<file path="src/rtl/seg_pkg.sv">
// Shared types and constants for the two-digit BCD seven-segment scanner.
// Segment patterns here are active-high {g,f,e,d,c,b,a}; polarity is applied at the top level.
package seg_pkg;

   typedef enum logic [1:0] {
      ST_OFF  = 2'd0,
      ST_ONES = 2'd1,
      ST_TENS = 2'd2
   } state_e;

   localparam logic [6:0] SEG_DIGIT_0 = 7'h3F;
   localparam logic [6:0] SEG_DIGIT_1 = 7'h06;
   localparam logic [6:0] SEG_DIGIT_2 = 7'h5B;
   localparam logic [6:0] SEG_DIGIT_3 = 7'h4F;
   localparam logic [6:0] SEG_DIGIT_4 = 7'h66;
   localparam logic [6:0] SEG_DIGIT_5 = 7'h6D;
   localparam logic [6:0] SEG_DIGIT_6 = 7'h7D;
   localparam logic [6:0] SEG_DIGIT_7 = 7'h07;
   localparam logic [6:0] SEG_DIGIT_8 = 7'h7F;
   localparam logic [6:0] SEG_DIGIT_9 = 7'h6F;
   localparam logic [6:0] SEG_DASH    = 7'h40;
   localparam logic [6:0] SEG_ALL_OFF = 7'h00;

   localparam logic [1:0] AN_NONE = 2'b11;
   localparam logic [1:0] AN_ONES = 2'b10;
   localparam logic [1:0] AN_TENS = 2'b01;

endpackage

</file>
<file path="src/rtl/bcd_to_seg7.sv">
// Combinational BCD to active-high seven-segment decoder; non-BCD codes show a dash.
module bcd_to_seg7
   import seg_pkg::*;
(
   input  logic [3:0] bcd_i,
   output logic [6:0] seg_o
);

   always_comb begin
      seg_o = SEG_DASH;
      case (bcd_i)
         4'd0:    seg_o = SEG_DIGIT_0;
         4'd1:    seg_o = SEG_DIGIT_1;
         4'd2:    seg_o = SEG_DIGIT_2;
         4'd3:    seg_o = SEG_DIGIT_3;
         4'd4:    seg_o = SEG_DIGIT_4;
         4'd5:    seg_o = SEG_DIGIT_5;
         4'd6:    seg_o = SEG_DIGIT_6;
         4'd7:    seg_o = SEG_DIGIT_7;
         4'd8:    seg_o = SEG_DIGIT_8;
         4'd9:    seg_o = SEG_DIGIT_9;
         default: seg_o = SEG_DASH;
      endcase
   end

endmodule

</file>
<file path="src/rtl/bcd_seg_scan.sv">
// Two-digit multiplexed seven-segment driver: latches a BCD pair and alternates
// the ones/tens digit every REFRESH_DIV cycles, with registered seg/an/err outputs.
module bcd_seg_scan
   import seg_pkg::*;
#(
   parameter int REFRESH_DIV    = 50000,
   parameter bit ACTIVE_LOW_SEG = 1'b1,
   parameter bit BLANK_LZ       = 1'b1
) (
   input  logic       clk,
   input  logic       rst_n,
   input  logic       load,
   input  logic [3:0] tens,
   input  logic [3:0] ones,
   input  logic       enable,
   output logic [6:0] seg,
   output logic [1:0] an,
   output logic       err
);

   localparam int             CW      = (REFRESH_DIV > 1) ? $clog2(REFRESH_DIV) : 1;
   localparam logic [CW-1:0]  CNT_MAX = CW'(REFRESH_DIV - 1);
   localparam logic [6:0]     SEG_OFF = ACTIVE_LOW_SEG ? ~SEG_ALL_OFF : SEG_ALL_OFF;

   state_e        state_q, state_d;
   logic [CW-1:0] cnt_q, cnt_d;
   logic [3:0]    tens_q, ones_q;
   logic [6:0]    seg_q, seg_d;
   logic [1:0]    an_q, an_d;
   logic          err_q, err_d;
   logic          tick;
   logic          blank;
   logic [3:0]    digitSel;
   logic [6:0]    patHigh;

   assign tick = (cnt_q == CNT_MAX);

   always_ff @(posedge clk or negedge rst_n) begin
      if (!rst_n) begin
         state_q <= ST_OFF;
         cnt_q   <= '0;
         tens_q  <= 4'd0;
         ones_q  <= 4'd0;
         seg_q   <= SEG_OFF;
         an_q    <= AN_NONE;
         err_q   <= 1'b0;
      end else begin
         state_q <= state_d;
         cnt_q   <= cnt_d;
         seg_q   <= seg_d;
         an_q    <= an_d;
         err_q   <= err_d;
         if (load) begin
            tens_q <= tens;
            ones_q <= ones;
         end
      end
   end

   // Prescaler restarts on entry from OFF so the first ONES slot is a full REFRESH_DIV long.
   always_comb begin
      state_d = state_q;
      cnt_d   = cnt_q;
      case (state_q)
         ST_OFF:  if (enable) state_d = ST_ONES;
         ST_ONES: if (enable && tick) state_d = ST_TENS;
         ST_TENS: if (enable && tick) state_d = ST_ONES;
         default: state_d = ST_OFF;
      endcase
      if (!enable) begin
         state_d = ST_OFF;
         cnt_d   = '0;
      end else if ((state_q == ST_OFF) || tick) begin
         cnt_d = '0;
      end else begin
         cnt_d = cnt_q + CW'(1);
      end
   end

   assign digitSel = (state_q == ST_TENS) ? tens_q : ones_q;

   bcd_to_seg7 u_dec (
      .bcd_i (digitSel),
      .seg_o (patHigh)
   );

   always_comb begin
      blank = (state_q == ST_OFF) ||
              ((state_q == ST_TENS) && BLANK_LZ && (tens_q == 4'd0));
      an_d  = AN_NONE;
      case (state_q)
         ST_ONES: an_d = AN_ONES;
         ST_TENS: an_d = AN_TENS;
         default: an_d = AN_NONE;
      endcase
      if (blank) an_d = AN_NONE;
      seg_d = blank ? SEG_OFF : (ACTIVE_LOW_SEG ? ~patHigh : patHigh);
      err_d = (tens_q > 4'd9) || (ones_q > 4'd9);
   end

   assign seg = seg_q;
   assign an  = an_q;
   assign err = err_q;

endmodule

</file>
<file path="config.mk">
export PLATFORM = sky130hd
export DESIGN_NAME = bcd_seg_scan
export DESIGN_NICKNAME = d
export VERILOG_FILES = /design/src/rtl/seg_pkg.sv /design/src/rtl/bcd_to_seg7.sv /design/src/rtl/bcd_seg_scan.sv
export SDC_FILE = /design/constraint.sdc
export NUM_CORES = 1
export LEC_CHECK = 0
export BUFFER_PORTS_ARGS = -buffer_cell sky130_fd_sc_hd__buf_4
export CAP_MARGIN = 5
export CORE_ASPECT_RATIO = 1.1
export CORE_UTILIZATION = 45
export CTS_CLUSTER_SIZE = 10
export DETAILED_ROUTE_END_ITERATION = 10
export PLACE_DENSITY = 0.76
export SYNTH_ARGS = -nofsm -noshare
export SYNTH_HDL_FRONTEND = slang
export SYNTH_SLANG_ARGS = --single-unit
</file>
<file path="constraint.sdc">
create_clock -name clk -period 1.8 [get_ports clk]
set_input_delay 0 -clock clk [delete_from_list [all_inputs] [get_ports clk]]
set_output_delay 0 -clock clk [all_outputs]
set_load 0.05 [all_outputs]
</file>
## After elaboration in Yosys (flattened, before gate mapping)

Memory sizes are Yosys's and may differ from the RTL's.
Index checks and enable logic that the tools add are counted.
Widths: inputs -> output; s select.

| cells by class | value |
|---|---|
| bitwise gates (word level) | 1 |
| shift-type cells | 0 |
| divide/modulo/power cells | 0 |
| add/subtract/negate cells | 1 |
| magnitude comparators | 2 |
| multiply operators | 0 |
| eq/ne operators | 5 |
| reductions and logical operators | 8 |
| multiplexer cells | 10 |

Operators by type and width:

| operator | count |
|---|---|
| $mux 16 | 2 |
| $add 16x1->16 const B | 1 |
| $eq 16x16->1 const B | 1 |
| $gt 4x4->1 const B | 2 |
| $mux 2 | 4 |
| $mux 7 | 1 |
| $not 7->7 | 1 |
| $ne 3x3->1 const B | 2 |
| $pmux 2 s3 | 1 |
| $logic_not 4->1 | 1 |
| $mux 4 | 1 |
| $pmux 2 s2 | 1 |
| $logic_or 1x1->1 | 3 |
| $eq 2x1->1 const B | 1 |
| $eq 2x2->1 const B | 1 |
| $logic_and 1x1->1 | 2 |
| $logic_not 2->1 | 1 |
| $reduce_and 2->1 | 1 |

| word-level totals | value |
|---|---|
| memories kept | 1 |
| bits in writable memories | 0 |
| register bits after elaboration | 36 |
| output and inout port bits | 10 |
| latch bits | 0 |
| bits in read-only memories | 112 |
| logic and storage cells | 35 |

Memory list:

| memory | depth | width | read ports | clocked after memory_dff | wr ports | line | RTL |
|---|---|---|---|---|---|---|---|
| (no name shown) | 16 | 7 | 1 | 0 | 0 | bcd_to_seg7.sv:11 | `case (bcd_i)` |

## Longest topological paths before layout

| logic depth | value |
|---|---|
| word-level depth | 5 |
| gate-level depth with buffers | 8 |
| gate-level depth less buffers | 7 |

## By module

Synthesis repeated with hierarchy kept, for this count alone.

| second synthesis, totals | value |
|---|---|
| cells, all modules | 161 |
| area total of the unflattened synthesis | 1795.5 µm² |

By module, submodules not included:

| module | instances | cells each | area an instance (µm²) |
|---|---|---|---|
| bcd_seg_scan | 1 | 132 | 1567.8 |
| bcd_to_seg7 | 1 | 29 | 227.7 |

## Least setup slack after synthesis

Ideal clock, no wire load.

| path | value |
|---|---|
| path type | register to register |
| from | register cnt_q[4] |
| to | register cnt_q[12] |
| library setup time | 0.119 ns |
| stages on the path, launching flop included | 6 |
| clock period less this slack | 1.874 ns |
| arrival time | 1.756 ns |
| buffers on the path | 1 |
| path slack | -0.074 ns |
| cell sequence | dfrtp_1 or4b_1 or4_4 nand2b_4 buf_6 nor2_1 |

| on the way | value |
|---|---|
| word-level cells in the longest chain between the ends | 4 |
| elaborated cells on any way between the ends | 5 |

Ends and longest elaborated chain:

| element | line | RTL |
|---|---|---|
| start, declared | bcd_seg_scan.sv:26 | `logic [CW-1:0] cnt_q, cnt_d;` |
| start signal, assigned | bcd_seg_scan.sv:49 | `cnt_q <= cnt_d;` |
| parallel branches: the longest is 2 deep, another holds $add 16x1->16 | - |  |
| $mux 16 * | bcd_seg_scan.sv:73 | `end else if ((state_q == ST_OFF) \|\| tick) begin` |
| $mux 16 * | bcd_seg_scan.sv:70 | `if (!enable) begin` |
| named net cnt_d[12] | bcd_seg_scan.sv:26 |  |

Mark *: on every way through the listed nets, which the timed path passes.
A chain may end at the register's enable or synchronous reset.

## Final worst setup path

| path | value |
|---|---|
| from | register cnt_q[10] |
| to | register cnt_q[12] |

The elaborated chain is that of the path after synthesis.

==> impl_results.md <==
* Area delta synth->final at 33.60%
* Final Cell Area at 2344 sq um
* Largest net degree at the start of global routing at 37
* CP Capture Type: flop
* Min cycle time layout at 1.901 ns
* Worst Path Arrival at 2.08 ns
* Nets@finish at 220
* Critical Path Start: cnt_q[10]
* Logic pwr share at 0.166
* Initial core utilization at 0.4762
* Setup WS post-layout at -0.1011 ns
* IO buf count at 21
* Vias/cell at 5.206
* Final hold vios at 0
* YS warnings at 0
* Worst Skew at 0.008500 ns
* Layout cell share with drive strength beyond 1 at 0.3793
* Die H at 67.48 um
* Startpoint types: flop
* Final critical-path share of the clock period at 1.056
* RSZ-0062 raised after global routing: yes
* CTS tree: yes
* Violated checks: negative setup slack
* Hold Crit Start: load
* CTS root buf: clkbuf_8
* Clock power frac at 0.369
* Die Width at 61.53 um
* Clock sink count at 36
* Hold WC Path Type: in -> reg
* Final RePlAce weighted congestion at 0.8493
* Flops & latches, synth at 36
* DRC at 0
* Tightest Pin Transition at 0.4431 ns
* PD cells at 823.4 nW/um^2
* Routed wire length at 3.804 mm
* Sequential share of power at 0.465
* Grt met3 use at 0.05364
* Critical path class: reg -> reg
* Post-Syn Area at 1754 sq um
* Initial antenna violation count at 0
* GRT Total Usage at 0.2103
* Peak VDD IR at 0.6958 mV
* Net switching power at 523.7 uW
* Worst-path clk slew at 0.08 ns
* Max cap viols at 0
* Via count at approximately 1,300
* Placed wire-length estimate at 2.601 mm
* # setup viols final at 17
* Synthesized Nets at 171
* Normalized max-slew margin at 0.7046
* Post-synthesis sequential area ratio at 0.5200
* Core Rows at 23
* H-tree depth at 2
* Max-slew violations at 0
* P_int at 1.406 mW
* Diode count at 0
* Iter 0 DRT Violations at 45
* Switching Share at 0.2714
* Total gr overflow at 0
* Final ANT Viol Nets at 0
* GRT Max-Usage Layer: met2
* Post-Syn Instances at 153
* Status: finished, violations left
* Pleak at 1.005 nW
* CP Max Fanout at 8
* Synth Area per Inst at 11.47 sq um
* Drt pass-1 iters at 4
* Peak Freq at 0.5260 GHz
* Met1 Use GR at 0.2136
* Die Area at 4152 sq um
* Req. time, crit path at 1.98 ns
* Routed length per instance at approximately 15 um
* Post-place setup slack at -0.1005 ns
* Synth unique cells at 33
* Reg2reg start: cnt_q[10]
* Clock latency on the worst-skew pair at approximately 0.30 ns
* GR met2 Demand/Resource at 0.4019
* Clock buffer depth at 2
* Cts bufs inserted at 5
* # IOs at 22
* Placed cell area at 2027 sq um
* First-pass GRT wire length at a little over 6 mm
* Fill cells at 310
* Vias in the first global route at around 1,400
* Core Area at 3684 sq um
per-layer routing:
layer | vias to the layer above | share of wire
li1 | 633 | -
met1 | 654 | 0.37
met2 | 24 | 0.58
met3 | 6 | 0.027
met4 | 0 | 0.014
met5 | - | 0
critical path, stage by stage, from the launching register on:
cell and delay [ns]:
dfrtp_1 0.39, or4b_1 0.53, or4_4 0.60, nand2b_4 0.20, nor2_1 0.06
sequential cells by signal, summed over array words and instances, names as in the netlist:
| register | cells |
|---|---|
| err | 1 |
| cnt_q | 16 |
| an | 2 |
| ones_q | 4 |
| seg | 7 |
| tens_q | 4 |
| state_q | 2 |
path summary, 6_finish.rpt:
| path | to | slack, ns | cells past startpoint |
|---|---|---|---|
| worst max-delay path | cnt_q[12] | -0.10 | 4 |
| max in group asynchronous | seg[2] | 1.26 | 2 |
| worst min-delay path | tens_q[3] | 0.03 | 2 |
| min in group asynchronous | cnt_q[4] | 0.19 | 2 |
| worst min register to register | cnt_q[0] | 0.53 | 1 |
| worst max register to register | cnt_q[12] | -0.10 | 4 |
cell usage after synthesis:
library cell / count / area (sq um)
nor3_1: 3 / 15.01
and3_1: 1 / 6.260
nand4b_1: 1 / 8.760
o211ai_1: 4 / 30.03
a2111oi_0: 1 / 8.760
buf_4: 1 / 7.510
nor3b_1: 1 / 7.510
nand4_1: 3 / 18.77
nand2_1: 5 / 18.77
or4_4: 1 / 11.26
xnor2_1: 11 / 96.34
or4_1: 1 / 7.510
nand2b_1: 3 / 18.77
o21ai_0: 5 / 25.02
inv_1: 7 / 26.28
nor4_1: 6 / 37.54
a21o_1: 1 / 7.510
and3b_1: 1 / 8.760
or4b_1: 2 / 20.02
dfstp_2: 9 / 236.5
dfrtp_1: 27 / 675.7
clkbuf_1: 1 / 3.750
o21ai_1: 1 / 5.000
xor2_1: 3 / 26.28
nor2_1: 17 / 63.81
ha_1: 6 / 75.07
buf_6: 1 / 11.26
and2_1: 2 / 12.51
nand2b_4: 1 / 13.76
or2_2: 1 / 6.260
mux2_2: 11 / 123.9
mux2i_1: 9 / 90.09
nand3_1: 6 / 30.03
metrics by stage:
| stage | utilization | TNS, ns | hold WS, ns | power, mW | std cells |
|---|---|---|---|---|---|
| final | 0.6362 | -1.422 | 0.03051 | 1.930 | 253 |
| after global routing | 0.6362 | -2.166 | 0.04473 | 2.009 | 253 |
| after CTS | 0.6151 | -1.113 | -0.06367 | 1.918 | 251 |
| after detailed placement | 0.5503 | -1.449 | -0.02278 | 1.194 | 231 |
| after global placement | 0.5503 | -1.168 | -0.03594 | 1.178 | 231 |
| after floorplan | - | -0.8418 | -0.2956 | 1.088 | 153 |
repair_timing:
action / in CTS / in global routing
endpoints found under the hold margin: 46 / 2
pin swaps: 9 / 1
hold buffers: 9 / 1
gates resized for setup: 6 / 12
buffers inserted: 2 / 1
setup endpoints to repair: 18 / 23
gates cloned: 1 / 0
cells in the final DEF (no fill, tap or decap), types with 2 or more instances in the layout:
| master | n |
|---|---|
| buf_4 | 33 |
| dfrtp_1 | 27 |
| xnor2_1 | 11 |
| mux2_2 | 11 |
| nor2_1 | 10 |
| dlygate4sd3_1 | 10 |
| dfstp_2 | 9 |
| mux2i_1 | 8 |
| inv_1 | 7 |
| nand3_1 | 6 |
| nor4_1 | 6 |
| ha_1 | 6 |
| nor2_2 | 5 |
| nand2_1 | 5 |
| clkbuf_8 | 5 |
| o21ai_0 | 4 |
| o211ai_1 | 4 |
| nand4_1 | 3 |
| nor3_1 | 3 |
| xor2_1 | 3 |
| nand2b_4 | 2 |
| nor2_4 | 2 |
| o21ai_1 | 2 |
| nand2b_1 | 2 |
| and2_1 | 2 |
power groups by stage:
| stage | combinational (mW) | sequential [mW] | clock [mW] |
|---|---|---|---|
| floorplan | 0.105 | 0.983 | 0 |
| global placement | 0.273 | 0.905 | 0 |
| detailed placement | 0.285 | 0.910 | 0 |
| CTS | 0.306 | 0.894 | 0.718 |
| global route | 0.346 | 0.904 | 0.760 |
| finish | 0.320 | 0.897 | 0.712 |
final cells by class:
type / instances / area [sq um] / share of cell area
Multi-Input combinational cell: 108 / 872.1 / 0.3721
Sequential cell: 36 / 912.1 / 0.3892
Inverter: 7 / 26.28 / 0.01121
Clock inverter: 3 / 42.54 / 0.01815
Timing Repair Buffer: 44 / 359.1 / 0.1532
Tap cell: 50 / 62.56 / 0.02670
Clock buffer: 5 / 68.82 / 0.02936
kinds of logic after synthesis:
logic type,Yosys count,share of synthesized area
AO/OA/AOI/OAI,12,0.04351
buffers and inverters,10,0.02782
flip-flops,36,0.5200
multiplexers,20,0.1220
adder cells (fa/ha/maj),6,0.04279
XOR/XNOR,14,0.06990
AND/OR/NAND/NOR,55,0.1740
Power figures use the tool's default switching activity.
